File: src/rtl/muldiv_sched.sv
// Sequencer for the shared iterative MIPS multiply/divide unit: starts it, counts its latency, commits HI/LO.
// Latency: hilo_we pulses N edges after the accepting edge (N = MUL_CYCLES, DIV_CYCLES, or 1 on divide-by-zero).
// Backpressure: stall holds a HI/LO reader in ID, or a second mul/div in EX, while the unit is busy.
module muldiv_sched #(
    parameter int MUL_CYCLES = 4,
    parameter int DIV_CYCLES = 32,
    parameter int CNT_W      = 6
) (
    input  logic       clk,
    input  logic       rst_n,
    input  logic       start_EX,
    input  logic [1:0] op_EX,
    input  logic       divz_EX,
    input  logic       flush_EX,
    input  logic       mfhilo_ID,
    input  logic       abort,
    output logic       unit_start,
    output logic [1:0] unit_op,
    output logic       hilo_we,
    output logic       busy,
    output logic       stall
);

    typedef enum logic [1:0] {
        S_IDLE = 2'b00,
        S_RUN  = 2'b01,
        S_WB   = 2'b10
    } state_t;

    // Counter preload values: the counter runs down to zero, so it starts at cycles-1.
    localparam logic [CNT_W-1:0] MUL_LOAD = CNT_W'(MUL_CYCLES - 1);
    localparam logic [CNT_W-1:0] DIV_LOAD = CNT_W'(DIV_CYCLES - 1);
    localparam logic [CNT_W-1:0] CNT_ONE  = CNT_W'(1);

    state_t           state_q, state_d;
    logic [CNT_W-1:0] cnt_q, cnt_d;
    logic [1:0]       unit_op_q, unit_op_d;
    logic             unit_start_q, unit_start_d;
    logic             hilo_we_q, hilo_we_d;
    logic             accept;

    // A new op is taken only when idle and the EX instruction is not squashed.
    assign accept = (state_q == S_IDLE) && start_EX && !flush_EX;

    // State register and registered outputs; reset drops everything at once.
    always_ff @(posedge clk or negedge rst_n) begin
        if (!rst_n) begin
            state_q      <= S_IDLE;
            cnt_q        <= '0;
            unit_op_q    <= 2'b00;
            unit_start_q <= 1'b0;
            hilo_we_q    <= 1'b0;
        end else begin
            state_q      <= state_d;
            cnt_q        <= cnt_d;
            unit_op_q    <= unit_op_d;
            unit_start_q <= unit_start_d;
            hilo_we_q    <= hilo_we_d;
        end
    end

    // Next-state, counter and registered-output decode.
    always_comb begin
        state_d      = state_q;
        cnt_d        = cnt_q;
        unit_op_d    = unit_op_q;
        unit_start_d = 1'b0;
        hilo_we_d    = 1'b0;
        case (state_q)
            S_IDLE: begin
                if (accept) begin
                    state_d      = S_RUN;
                    unit_op_d    = op_EX;
                    unit_start_d = 1'b1;
                    // Divide by zero leaves HI/LO undefined, so skip straight to commit.
                    if (op_EX[1] && divz_EX) begin
                        cnt_d = '0;
                    end else if (op_EX[1]) begin
                        cnt_d = DIV_LOAD;
                    end else begin
                        cnt_d = MUL_LOAD;
                    end
                end
            end
            S_RUN: begin
                if (abort) begin
                    state_d = S_IDLE;
                    cnt_d   = '0;
                end else if (cnt_q == '0) begin
                    state_d   = S_WB;
                    hilo_we_d = 1'b1;
                end else begin
                    cnt_d = cnt_q - CNT_ONE;
                end
            end
            S_WB: begin
                state_d = S_IDLE;
            end
            default: begin
                state_d = S_IDLE;
                cnt_d   = '0;
            end
        endcase
    end

    // An abort arriving during the commit cycle must still suppress the write.
    assign hilo_we    = hilo_we_q && !abort;
    assign unit_start = unit_start_q;
    assign unit_op    = unit_op_q;
    assign busy       = (state_q != S_IDLE);
    assign stall      = busy && (mfhilo_ID || start_EX);

endmodule

File: config.mk
export PLATFORM = sky130hd
export DESIGN_NAME = muldiv_sched
export DESIGN_NICKNAME = d
export VERILOG_FILES = /design/src/rtl/muldiv_sched.sv
export SDC_FILE = /design/constraint.sdc
export NUM_CORES = 1
export LEC_CHECK = 0
export CAP_MARGIN = 20
export CORE_MARGIN = 2
export CORE_UTILIZATION = 40
export CTS_BUF_LIST = sky130_fd_sc_hd__clkbuf_2
export DETAILED_ROUTE_END_ITERATION = 12
export GPL_ROUTABILITY_DRIVEN = 0
export PLACE_DENSITY_LB_ADDON = 0.15
export RECOVER_POWER = 100
export SYNTH_ARGS = -nofsm -noshare
export SYNTH_HDL_FRONTEND = slang
export SYNTH_SLANG_ARGS = --single-unit
File: constraint.sdc
create_clock -name clk -period 1.8 [get_ports clk]
set_clock_uncertainty 0.1 [all_clocks]
set_input_delay 0.36 -clock clk [delete_from_list [all_inputs] [get_ports clk]]
set_output_delay 0.36 -clock clk [all_outputs]
set_load 0.02 [all_outputs]
Yosys cells after proc, flatten, opt, wreduce, memory -nomap -nowiden
Index checks and enable logic that the tools add are counted.
- output and inout bits: 6
- register bits: 12
- reductions and logical operators: 14
- multiplexer cells: 15
- $add $sub $neg: 1
- bitwise logic cells: 1
- eq/ne operators: 5
- operators by type and width (kind ; count):
    $mux 6 ; 3
    $pmux 6 s3 ; 1
    $mux 5 ; 2
    $logic_not 6->1 ; 1
    $mux 2 ; 3
    $ne 3x3->1 const B ; 2
    $sub 6x1->6 const B ; 1
    $logic_and 1x1->1 ; 5
    $mux 1 ; 5
    $pmux 2 s2 ; 1
    $reduce_and 2->1 ; 2
    $reduce_and 3->1 ; 1
    $eq 2x1->1 const B ; 1
    $eq 2x2->1 const B ; 1
    $logic_not 1->1 ; 2
    $logic_not 2->1 ; 1
    $ne 2x2->1 const B ; 1
    $reduce_bool 2->1 ; 1
    $logic_or 1x1->1 ; 1
    $not 1->1 ; 1

Longest topological paths before layout
Gate-level depths: netlist of the first run.
- depth in word-level cells: 5
- mapped depth: 6

Least setup slack after synthesis of the first run
No wires, ideal clock.
- path kind: flip-flop to flip-flop
- from: reg cnt_q[0]
- to: reg cnt_q[0]
- setup slack: 129 ps
- stages on the path, launching flop included: 7
- data arrival time: 1496 ps
- clock period less this slack: 1671 ps
- path buffers: 0
- required time: 1625 ps
- cell sequence: dfrtp_1 -> inv_1 -> ha_1 -> nor4b_1 -> and3_4 -> or3_4 -> o2bb2ai_2
- longest elaborated chain between the ends: 4
- elaborated cells between the ends (all ways): 7
- those cells by class: add/sub (1); eq/ne (1); mux (3); reduce/logical (2)
- ends and longest elaborated chain (what ; RTL line ; RTL):
    from (decl) ; 36 ; logic [CNT_W-1:0] cnt_q, cnt_d;
    from (signal assigned) ; 55 ; cnt_q <= cnt_d;
    $sub 6x1->6 ; 93 ; cnt_d = cnt_q - CNT_ONE;
    $mux 6 ; 89 ; end else if (cnt_q == '0) begin
    $mux 6 ; 86 ; if (abort) begin
    $pmux 6 s3 ; 69 ; case (state_q)
Several ways; a longest one is shown, not always the timed one. The select of a mux whose other input is x is not followed.
A chain may end at the register's enable or synchronous reset.

Worst setup path in the final report of the first run
- from: in abort
- to: out hilo_we
- longest elaborated chain between the ends: 2
- ends and longest elaborated chain (what ; RTL line ; RTL):
    from (decl) ; 16 ; input logic abort,
    $logic_not 1->1 ; 107 ; assign hilo_we = hilo_we_q && !abort;
    $logic_and 1x1->1 ; 107 ;
    to (decl) ; 19 ; output logic hilo_we,
No other way between the ends.

==> flow_metrics.py, run 1 <==
metrics = {
    "status": {
        "outcome": "complete, no violations",
    },
    "logic_synthesis": {
        "synth_xor_xnor_area_share_pct": 0,
        "synth_ff_type": "dfrtp_1",
        "netlist_area_um2": 669.4,
        "synth_cells": 68,
        "ys_top_cells_by_area": "dfrtp_1 (45%), nor2_1 (5.0%), o21ai_2 (3.9%), ha_1 (3.7%), o21ai_0 (3.7%)",
        "yosysTopAreaCell": "dfrtp_1",
        "synth_compound_gate_area_share_pct": 20.00,
        "yosysSeqAreaShare_pct": 44.86,
        "synth_common_cells": "dfrtp_1 (12), nor2_1 (9), o21ai_0 (5), inv_1 (4)",
        "synthAdderAreaFrac_pct": 3.738,
        "synth_edf_count": 0,
        "synth_seq_cells": 12,
        "yosysMostFrequentCell": "dfrtp_1",
        "synth_fp_nets": 79,
        "synth_top_family_by_area": "simple AND/OR/NAND/NOR gates",
        "synth_cell_types": 30,
        "yosys.area_share.simple_pct": 25.05,
        "synth_mux_area_share_pct": 3.364,
        "yosysWarnings": 0,
        "async_flop_share_pct": 100.0,
        "yosys.area.top_type_share_pct": 44.86,
        "synth.avg_cell_area_um2": 9.844,
    },
    "detailed_routing": {
        "drcViolationCount": 0,
        "drt-total-wl_um": 1477,
        "dr.pass1.iters": 4,
        "final_antenna_net_count": 0,
        "met2_length_um": 684,
        "met3_length_um": 54,
        "vias": 590,
        "routed_via_density": 5.514,
        "wl_met1_um": 725,
        "routedWlPerCell_um": 13.80,
        "drt-initial-drc-count": 11,
        "dr.max_layer_used": "met4",
    },
    "die": {
        "die_x_um": 44.91,
        "die_area_um2": 2017,
        "core_area_um2": 1541,
        "placementRows": 14,
        "io_pins": 15,
        "initial_core_util_pct": 43.43,
        "die_h_um": 44.91,
    },
    "global_route": {
        "grt_pass1_wl_um": 2435,
        "track_usage_pct": 16.99,
        "grt_pass1_vias": 540,
        "antenna_found_initial": 0,
        "grt-ovfl-total": 0,
        "grt_max_degree": 13,
    },
    "timing": {
        "grt_setup_unrepaired": "yes",
        "hold_slack_ns": 0.3919,
        "fmax_ghz": 0.5657,
        "fin_crit_ns": 1.768,
        "final.period_utilization_pct": 98.20,
        "max_slew_margin_pct": 63.81,
        "hold_viol": 0,
        "final.setup.worst_slack_ns": 0.03243,
        "setup_viol": 0,
        "setup-tns-final_ns": 0,
        "tightest_slew_ns": 0.5411,
        "drv_slew": 0,
    },
    "clock_network": {
        "ctsHtreeMaxLevel": 1,
        "hold_buffers": 0,
        "cts_root_buf": "clkbuf_2",
        "cts.sinks": 12,
        "clk_pin_slew_ns": 0.13,
        "clk_latency_ns": 0.27,
        "cts_buffers": 3,
        "tritoncts": "built",
        "clock_tree.buffer_depth": 2,
    },
    "setup_path": {
        "cpPeakStageDelay_ns": 0.49,
        "cp_slowest_cell": "clkdlybuf4s50_1",
        "rr_startpoint": "cnt_q[1]$_DFFE_PN0P_",
        "path_buf_inv": 2,
        "crit_arrival_ns": 1.31,
        "setup.worst_path.start": "abort",
        "crit_chain": "clkdlybuf4s50_1, and2b_1, clkdlybuf4s15_1",
        "crit_fanout": 3,
        "critPathCaptureType": "output port",
        "critPathRequiredTime_ns": 1.34,
        "cp-start-kind": "primary input",
        "worstSetupPathType": "primary input to output port",
        "path_delay_family": "buffers and inverters",
    },
    "pwr": {
        "ir_drop_uv": 646.5,
        "finalPower_mw": 1.200,
        "leakagePower_nw": 0.4112,
        "power_density_nw_per_um2": 1331,
    },
    "final_layout": {
        "n_antenna_cell": 0,
        "drive_above_1_share_pct": 26.37,
        "syn2layout_area_growth_pct": 34.77,
        "nets": 104,
        "final_cells": 107,
        "final_design_area_no_fill_um2": 902.1,
        "post-route-util_pct": 58.52,
    },
    "placed_design": {
        "placed_cell_area_um2": 877.1,
        "place_inst": 104,
        "pre_cts_ws_ns": -0.2445,
        "dp_hpwl_um": 1154,
        "port_buffers": 14,
    },
    "run": {
        "drv_cap": 0,
    },
    "min_path": {
        "min_path_type": "primary input to async pin",
    },
}
## flip-flops by register name (all words and copies together), names as in the netlist
signal      cells
cnt_q           6
state_q         2
unit_start      1
unit_op         2
hilo_we_q       1
## timing repair
item,in CTS,in global routing
pin swaps,0,2
resized for setup,4,5
endpoints found under the hold margin,0,0
endpoints found under the setup margin,3,7
buffers inserted,0,0
## final cells by class
type | instances | area [um^2]
multi-input combinational | 51 | 360.3
clock buffer | 3 | 15.01
timing repair buffer | 21 | 191.4
sequential | 12 | 300.3
inverter | 4 | 15.01
fill | 135 | 639.4
tap | 16 | 20.02
## worst reg2reg max path, cell delays in order (launching register included)
cell     delay, ns
dfrtp_1       0.42
inv_2         0.06
ha_2          0.17
nor4b_2       0.16
and3_4        0.20
or3_4         0.42
o21ai_2       0.15
## cells by family after synthesis
group,Yosys count
adder cells (fa/ha/maj),2
buffers and inverters,5
multiplexers,2
AO/OA/AOI/OAI,19
flip-flops,12
AND/OR/NAND/NOR,28
## routing by layer
metal | vias to the layer above | track usage [%]
li1 | 294 | -
met1 | 283 | 21.77
met2 | 11 | 27.83
met3 | 2 | 4.800
met4 | 0 | 5.294
met5 | - | 0
## placed cells by master (no fill, tap or decap), types with 2 or more instances in the layout
master / count
a21oi_1: 3
and2b_1: 2
buf_4: 7
clkbuf_2: 3
clkdlybuf4s15_1: 2
clkdlybuf4s50_1: 9
dfrtp_1: 12
dlygate4sd3_1: 2
inv_1: 3
mux2_2: 2
nand2_1: 2
nand2b_1: 2
nor2_1: 8
nor4_1: 2
o21ai_0: 5
o21ai_2: 3
o31ai_1: 2
## final timing paths
check	endpoint	slack [ns]	depth (start not counted)
worst max-delay path	hilo_we	0.03	3
worst min-delay path	state_q[0]$_DFFE_PN0P_	0.39	1
worst max register to register	cnt_q[2]$_DFFE_PN0P_	0.06	6
worst min register to register	unit_op[1]$_DFFE_PN0P_	0.42	1
max in group asynchronous	unit_op[1]$_DFFE_PN0P_	0.84	1
min in group clk	unit_op[1]$_DFFE_PN0P_	0.42	1
## power by group
| part | total (mW) | switching [mW] | internal (mW) |
|---|---|---|---|
| Clock | 0.138 | 0.0923 | 0.0455 |
| Combinational | 0.622 | 0.320 | 0.302 |
| Sequential | 0.440 | 0.0824 | 0.358 |
Note: power is estimated with default switching activity, not from simulation.
==> inputs of run 2 (changes only) <==
==> constraint.sdc (replaced) <==
create_clock -name clk -period 2.18 [get_ports clk]
set_clock_uncertainty 0.1 [all_clocks]
set_input_delay 0.436 -clock clk [delete_from_list [all_inputs] [get_ports clk]]
set_output_delay 0.436 -clock clk [all_outputs]
set_load 0.02 [all_outputs]
==> run 2 against run 1 <==
Net effect: global-route usage increased by 0.60 points; cell count is 3.7% lower; first-iteration DRC count is 9.1% higher; power is 24% lower; routed wire length up 1.2%; cell area shrank 8.3%; hold slack improved by 0.015 ns; clock-buffer cell count unchanged; die area unchanged; sequential share of layout area grew 3.2 points.
==> flow_metrics.py, run 2 (synthesis results as in run 1) <==
metrics = {
    "final_layout": {
        "multi_input_area_um2": 327.8,
        "post-route-util_pct": 53.65,
        "final_cell_mix": "dfrtp_1 (11), nor2_1 (9), o21ai_0 (8)",
        "final_design_area_no_fill_um2": 827.0,
        "largest_reg_flops": 6,
        "syn2layout_area_growth_pct": 23.55,
        "regMostFlops": "cnt_q",
        "drive_above_1_share_pct": 11.49,
        "nets": 99,
        "final_common_cell": "dfrtp_1",
        "regArea_um2": 301.5,
        "fillerInstances": 152,
        "n_antenna_cell": 0,
    },
    "detailed_routing": {
        "vias": 561,
        "final_antenna_net_count": 0,
        "drt-total-wl_um": 1494,
        "drcViolationCount": 0,
        "dr.pass1.iters": 4,
        "routed_via_density": 5.447,
        "drt-initial-drc-count": 12,
        "routedWlPerCell_um": 14.50,
    },
    "setup_path": {
        "critPathRequiredTime_ns": 1.64,
        "crit_chain": "nor2_1, inv_1, clkdlybuf4s50_1",
        "worstSetupPathType": "flip-flop to output port",
        "reg2reg_to": "cnt_q[3]$_DFFE_PN0P_",
        "cpPeakStageDelay_ns": 0.55,
        "crit_arrival_ns": 1.57,
        "cp-start-kind": "flip-flop",
        "rrSetupSlack_ns": 0.28,
        "crit_fanout": 7,
        "critPathCaptureType": "output port",
        "cp_slowest_cell": "clkdlybuf4s50_1",
        "reg2regPathDepth": 6,
        "rr_startpoint": "cnt_q[0]$_DFFE_PN0P_",
    },
    "clock_network": {
        "tritoncts": "built",
        "clk_latency_ns": 0.26,
        "cts_root_buf": "clkbuf_2",
        "cts_buffers": 3,
        "cts.repair.resized": 1,
        "ctsHtreeMaxLevel": 1,
        "cts.sinks": 12,
        "hold_buffers": 0,
        "clock_tree.buffer_depth": 2,
        "postCtsSetupBuffers": 0,
        "clk_pin_slew_ns": 0.13,
    },
    "global_route": {
        "grt_pass1_vias": 525,
        "grt_pass1_wl_um": 2511,
        "antenna_found_initial": 0,
        "grt-ovfl-total": 0,
        "grt_use_met3_pct": 2.800,
        "track_usage_pct": 17.59,
        "grt.met2_usage_pct": 26.67,
        "grt_busiest_layer": "met2",
        "grt_util_met1_pct": 24.37,
        "grt_max_degree": 13,
    },
    "placed_design": {
        "placed_cell_area_um2": 839.6,
        "pre_cts_ws_ns": -0.005781,
        "dp_hpwl_um": 1190,
        "port_buffers": 14,
    },
    "die": {
        "die_x_um": 44.91,
        "die_area_um2": 2017,
        "placementRows": 14,
        "die_h_um": 44.91,
        "initial_core_util_pct": 43.43,
        "core_area_um2": 1541,
        "io_pins": 15,
    },
    "timing": {
        "fin_crit_ns": 2.101,
        "max_slew_margin_pct": 64.58,
        "setup-tns-final_ns": 0,
        "hold_viol": 0,
        "fmax_ghz": 0.4759,
        "grt_setup_unrepaired": "no",
        "setup_viol": 0,
        "drv_slew": 0,
        "tightest_slew_ns": 0.5295,
        "final.setup.worst_slack_ns": 0.07876,
        "final.period_utilization_pct": 96.39,
    },
    "pwr": {
        "leakagePower_nw": 0.3739,
        "power_density_nw_per_um2": 1101,
        "ir_drop_uv": 504.1,
    },
    "min_path": {
        "holdPathStages": 1,
        "min_path_type": "flip-flop to flip-flop",
        "min_from": "cnt_q[5]$_DFFE_PN0P_",
        "holdPathEnd": "cnt_q[5]$_DFFE_PN0P_",
    },
    "run": {
        "drv_cap": 0,
    },
    "status": {
        "outcome": "complete, no violations",
    },
}
-- run 2: changes by cell type in the layout (fill, tap and decap cells not counted), sizes merged --
cell,before,now
clkbuf,3,5
clkdlybuf4s15,2,0
clkinv,0,1
clkdlybuf4s50,9,6
dlygate4sd3,2,6
buf,7,1
-- run 2: metal layers --
metal | wire [um] | vias up | share of wire [%]
met2 | 698 | 14 | 47
met4 | 18 | 0 | 1.2
met1 | 712 | 260 | 48
met3 | 65 | 4 | 4.4
met5 | 0 | - | 0
li1 | - | 283 | -
-- run 2: cell type report --
cell class / count / share of cell area (%)
Clock buffer: 3 / 1.815
Clock inverter: 1 / 0.4539
Inverter: 4 / 1.815
Multi-Input combinational cell: 51 / 39.64
Sequential cell: 12 / 36.46
Tap cell: 16 / 2.421
Timing Repair Buffer: 16 / 17.40
-- run 2: worst max path at each step --
stage | from | slack (ns) | cells past startpoint | endpoint
after global routing | state_q[1]$_DFFE_PN0P_ | 0.007 | 3 | busy
final | state_q[1]$_DFFE_PN0P_ | 0.08 | 3 | busy
after global placement | start_EX | 0.006 | 4 | stall
after floorplan | cnt_q[0]$_DFFE_PN0P_ | 0.51 | 6 | cnt_q[0]$_DFFE_PN0P_
after detailed placement | start_EX | -0.006 | 4 | stall
after CTS | abort | 0.008 | 3 | hilo_we
-- run 2: per-stage QoR --
step                std cells  hold slack (ns)  total power [mW]
detailed placement         99           0.3925            0.8404
global route              103           0.4290            0.9892
CTS                       103           0.4091            0.9567
floorplan                  68          0.04041            0.6828
finish                    103           0.4065            0.9106
global placement           99           0.3854            0.8303
-- run 2: worst max-delay path, delay by kind of cell (launching register included) --
family,cells,cell delay (ns)
DFF,1,0.48
and+or+nand+nor,1,0.18
buffers and inverters,2,0.64
-- run 2: where the power goes --
group	switching [mW]	total [mW]	leakage (nW)	internal, mW
clock network	0.0768	0.117	0.0140	0.0399
registers	0.0798	0.376	0.153	0.296
logic	0.227	0.418	0.207	0.191
